### src/rtl/instr_fetch_unit.sv
// rtl/instr_fetch_unit.sv - single-outstanding instruction fetch stage with branch/jump redirect
// Optional IFU_PERF_CNT_EN adds fetch and stall performance counters.
module instr_fetch_unit #(
    parameter int                ADDR_W      = 32,
    parameter logic [ADDR_W-1:0] RESET_PC    = '0,
    parameter int                HOLD_CYCLES = 2
) (
    input  logic              clk,
    input  logic              rst,
    output logic              imem_req,
    output logic [ADDR_W-1:0] imem_addr,
    input  logic              imem_ack,
    input  logic [31:0]       imem_rdata,
    input  logic              stall,
    input  logic              br_taken,
    input  logic [15:0]       br_offset,
    input  logic              jump_en,
    input  logic [25:0]       jump_index,
    output logic [31:0]       instr_out,
    output logic              instr_valid,
    output logic [5:0]        opcode_out,
    output logic [ADDR_W-1:0] pc_out,
    output logic [ADDR_W-1:0] pc_plus4
`ifdef IFU_PERF_CNT_EN
    ,
    output logic [31:0]       perf_fetch_cnt,
    output logic [31:0]       perf_stall_cnt
`endif
);

    localparam logic [1:0] S_BOOT = 2'd0;
    localparam logic [1:0] S_REQ  = 2'd1;
    localparam logic [1:0] S_HOLD = 2'd2;

    localparam logic [2:0] HOLD_MAX = 3'(HOLD_CYCLES);

    logic [1:0]        state;
    logic [ADDR_W-1:0] fetch_pc;
    logic [2:0]        hold_cnt;
    logic              pend_valid;
    logic [ADDR_W-1:0] pend_tgt;

    logic [ADDR_W-1:0] br_disp;
    logic [ADDR_W-1:0] jump_tgt;
    logic [ADDR_W-1:0] redir_tgt;
    logic              redir_now;
    logic              hold_done;

    assign imem_req   = (state == S_REQ);
    assign imem_addr  = fetch_pc;
    assign pc_plus4   = pc_out + ADDR_W'(4);
    // 6'h3F is undecoded downstream; 6'd0 would look like an R-type write
    assign opcode_out = instr_valid ? instr_out[31:26] : 6'h3F;

    assign br_disp   = {{(ADDR_W-18){br_offset[15]}}, br_offset, 2'b00};
    assign jump_tgt  = {pc_plus4[ADDR_W-1:28], jump_index, 2'b00};
    assign redir_now = jump_en | br_taken;
    assign redir_tgt = jump_en ? jump_tgt : (pc_plus4 + br_disp);
    assign hold_done = (hold_cnt == HOLD_MAX) && !stall;

    always_ff @(posedge clk) begin
        if (!rst) begin
            state       <= S_BOOT;
            fetch_pc    <= RESET_PC;
            hold_cnt    <= 3'd0;
            instr_out   <= 32'd0;
            instr_valid <= 1'b0;
            pc_out      <= '0;
            pend_valid  <= 1'b0;
            pend_tgt    <= '0;
        end else begin
            case (state)
                S_BOOT: state <= S_REQ;
                S_REQ: begin
                    if (imem_ack) begin
                        instr_out   <= imem_rdata;
                        pc_out      <= fetch_pc;
                        instr_valid <= 1'b1;
                        fetch_pc    <= fetch_pc + ADDR_W'(4);
                        hold_cnt    <= 3'd1;
                        state       <= S_HOLD;
                    end
                end
                S_HOLD: begin
                    if (hold_cnt != HOLD_MAX) begin
                        hold_cnt <= hold_cnt + 3'd1;
                    end
                    // First redirect seen while presented wins; later ones are dropped
                    if (!pend_valid && redir_now) begin
                        pend_valid <= 1'b1;
                        pend_tgt   <= redir_tgt;
                    end
                    if (hold_done) begin
                        instr_valid <= 1'b0;
                        pend_valid  <= 1'b0;
                        state       <= S_REQ;
                        if (pend_valid) begin
                            fetch_pc <= pend_tgt;
                        end else if (redir_now) begin
                            fetch_pc <= redir_tgt;
                        end
                    end
                end
                default: state <= S_BOOT;
            endcase
        end
    end

`ifdef IFU_PERF_CNT_EN
    always_ff @(posedge clk) begin
        if (!rst) begin
            perf_fetch_cnt <= 32'd0;
            perf_stall_cnt <= 32'd0;
        end else begin
            if (state == S_REQ && imem_ack) begin
                perf_fetch_cnt <= perf_fetch_cnt + 32'd1;
            end
            if (state == S_HOLD && hold_cnt == HOLD_MAX && stall) begin
                perf_stall_cnt <= perf_stall_cnt + 32'd1;
            end
        end
    end
`endif

endmodule

### config.mk
export PLATFORM = sky130hd
export DESIGN_NAME = instr_fetch_unit
export DESIGN_NICKNAME = d
export VERILOG_FILES = /design/src/rtl/instr_fetch_unit.sv
export SDC_FILE = /design/constraint.sdc
export NUM_CORES = 1
export LEC_CHECK = 0
export BUFFER_PORTS_ARGS = -buffer_cell sky130_fd_sc_hd__buf_2
export CAP_MARGIN = 20
export CORE_UTILIZATION = 55
export DETAILED_ROUTE_END_ITERATION = 16
export PLACE_DENSITY = 0.83
export SYNTH_ARGS = -nofsm -noshare
export SYNTH_HDL_FRONTEND = slang
export SYNTH_SLANG_ARGS = --single-unit
### constraint.sdc
create_clock -name clk -period 5.9 [get_ports clk]
set_clock_uncertainty 0.2 [all_clocks]
set_input_delay 0 -clock clk [delete_from_list [all_inputs] [get_ports clk]]
set_output_delay 0 -clock clk [all_outputs]
set_load 0.02 [all_outputs]
==> metrics.csv <==
metric;value;unit
Worst setup SP type;flip-flop;
Synth Cell Area;8530;µm²
Die ar.;16000;µm²
setup TNS;0;ns
Critical Path RT;6.07;ns
Via density;6.18;
commonest non-fill, non-tap cell in the layout;nand2_1;
post-route ant nets;0;
GPL Wtd Cong;0.945;
leading area contributor after synthesis;dfxtp_1;
largest net degree at the start of global routing;92;
FP Rows;45;
post-synthesis sequential area ratio;0.317;
syn nets;1270;
number of register bits inferred by synthesis;135;
final worst slack;1.26;ns
Clk Latency, worst-skew pair;0.43;ns
ANT cells;0;
core area;15100;µm²
CTS tree;done;
Worst VDD drop;220;µV
ys async rst share;0;
crit path max fanout;12;
hold buffers post-CTS;71;
final setup violation count;0;
GRT Residual Overflow;0;
MaxCap Viol Count;0;
share of cells above drive strength 1;0.201;
most frequent cells in the layout;nand2_1, buf_2, a21oi_1;
Routed WL;30400;µm
Distinct cells, synth;76;
top-level I/O count;216;
initial antenna violation count;0;
Mean Syn Cell Area;7.41;µm²
Post-synth EDFFs;0;
type of the most critical hold path;input port to flip-flop;
max-slew violation count;0;
gr usage total;0.377;
Fin. Hold Viols;0;
Starting Density;0.563;
Clock Sinks;135;
initial DRC count;1107;
Yosys Warn Count;0;
Max Root-Sink Buffers;2;
drt pass-1 iters;6;
CP Capture Type;flip-flop;
outcome;finished, final reports clean;
CTS buffer count;17;
relative slew slack;0.214;
CP arrival;4.80;ns
dominant synthesized flop cell;dfxtp_1;
Die Height;127;µm
DRC viols;0;
worst slew pin tran;1.17;ns
placed cells;1495;
Period minus WS final;4.64;ns
Max Freq;216;MHz
area grow syn2layout;29.4;%
clock root buffer;clkbuf_16;
Mapped Cells;1151;
nets;1516;
final-layout fill cell count;1168;
pre-CTS setup slack;1.30;ns
post-CTS sizing;0;
H-tree depth;4;
RSZ-0062 raised after global routing;no;
WL/cell;19.0;µm
Synth top area share;0.317;
Power Dens Cells;258;nW/µm²
Post-Layout Cell Count;1597;
global-route wire length before repair;47800;µm
clock slew at reported path FFs;0.06;ns
Tcrit/Tclk final;0.786;
hpwl dp;20000;µm
crit path kind;flip-flop to flip-flop;
Static Leak;4.80;nW
Buffers on Ports;215;
die width;127;µm
Synth area leaders;dfxtp_1, nand2_1, a21oi_1, ha_1, o21ai_0;
# Post-CTS Setup Buffers;0;
vias post-DR;9864;
vias in the first global route;9316;
[stage by stage]
stage	power (mW)	hold WS (ns)	utilization	instance area [µm²]
finish	2.85	0.0697	0.729	11000
global route	2.95	0.0863	0.729	11000
CTS	2.82	0.0472	0.729	11000
detailed placement	1.59	0.0450	0.638	9660
global placement	1.58	0.0390	0.638	9660
floorplan	1.40	-0.0640	-	8530
[power by group]
group          total [mW]  leakage [nW]  switching [mW]  internal [mW]
Clock                1.21         0.327           0.406          0.802
Sequential           1.03          1.09          0.0623          0.968
Combinational       0.611          3.38           0.400          0.211
Total                2.85          4.80           0.869           1.98
[path summary, 6_finish.rpt]
check | end | depth (start not counted) | slack (ns) | from
setup / recovery | pend_tgt[31] | 17 | 1.26 | pc_out[2]
hold / removal | pend_tgt[3] | 4 | 0.07 | br_offset[1]
setup reg to reg | pend_tgt[31] | 17 | 1.26 | pc_out[2]
hold reg to reg | instr_out[7] | 2 | 0.26 | instr_out[7]
[registers in the layout, summed over array words and instances (netlist names)]
register	count
state	2
instr_valid	1
instr_out	32
pend_tgt	32
pend_valid	1
imem_addr	32
hold_cnt	3
pc_out	32
[synthesized netlist by cell type (all sizes together), types with 15 or more instances]
library cell and instances:
o21ai 72, dfxtp 135, nand3 33, nor3 23, a21oi 154, clkbuf 55, a31oi 21, a211oi 19
ha 38, nor2 81, xnor2 32, buf 15, inv 16, and3 17, nand4 15, nand2 226
xor2 21
[cells by family after synthesis]
| family | count (synthesis) | share of synthesized area |
|---|---|---|
| simple gates | 454 | 0.244 |
| compound gates | 368 | 0.270 |
| flops | 135 | 0.317 |
| buf+inv | 88 | 0.0399 |
| xor+xnor | 53 | 0.0544 |
| fa+ha+maj | 39 | 0.0581 |
| mux | 14 | 0.0167 |
[critical path, cell delays in order, from the launching register on]
cell      delay (ns)
dfxtp_1         0.38
ha_1            0.26
and4_1          0.33
nand4_1         0.12
buf_4           0.17
or2_2           0.32
nor2_1          0.14
nand2_1         0.08
xnor2_1         0.16
ha_1            0.51
and4_1          0.30
nand2_2         0.10
or4_4           0.52
a211oi_2        0.20
or4_1           0.16
nand3_2         0.10
or4_1           0.42
nand3_1         0.09
[per-layer routing]
metal	vias to the layer above	part of all wire	GRT usage
met1	4609	0.41	0.483
met4	0	0.025	0.134
met3	59	0.094	0.0675
li1	4629	-	-
met5	-	0	0
met2	567	0.47	0.636
[layout make-up]
| class | instances | area [µm²] | area share |
|---|---|---|---|
| multi-input combinational | 928 | 5500 | 0.498 |
| sequential | 135 | 2700 | 0.245 |
| timing repair buffer | 297 | 1870 | 0.169 |
| clock buffer | 19 | 443 | 0.0401 |
| tap | 188 | 235 | 0.0213 |
| clock inverter | 12 | 225 | 0.0204 |
| inverter | 18 | 68.8 | 0.00623 |
(Power assumes the default switching activity.)
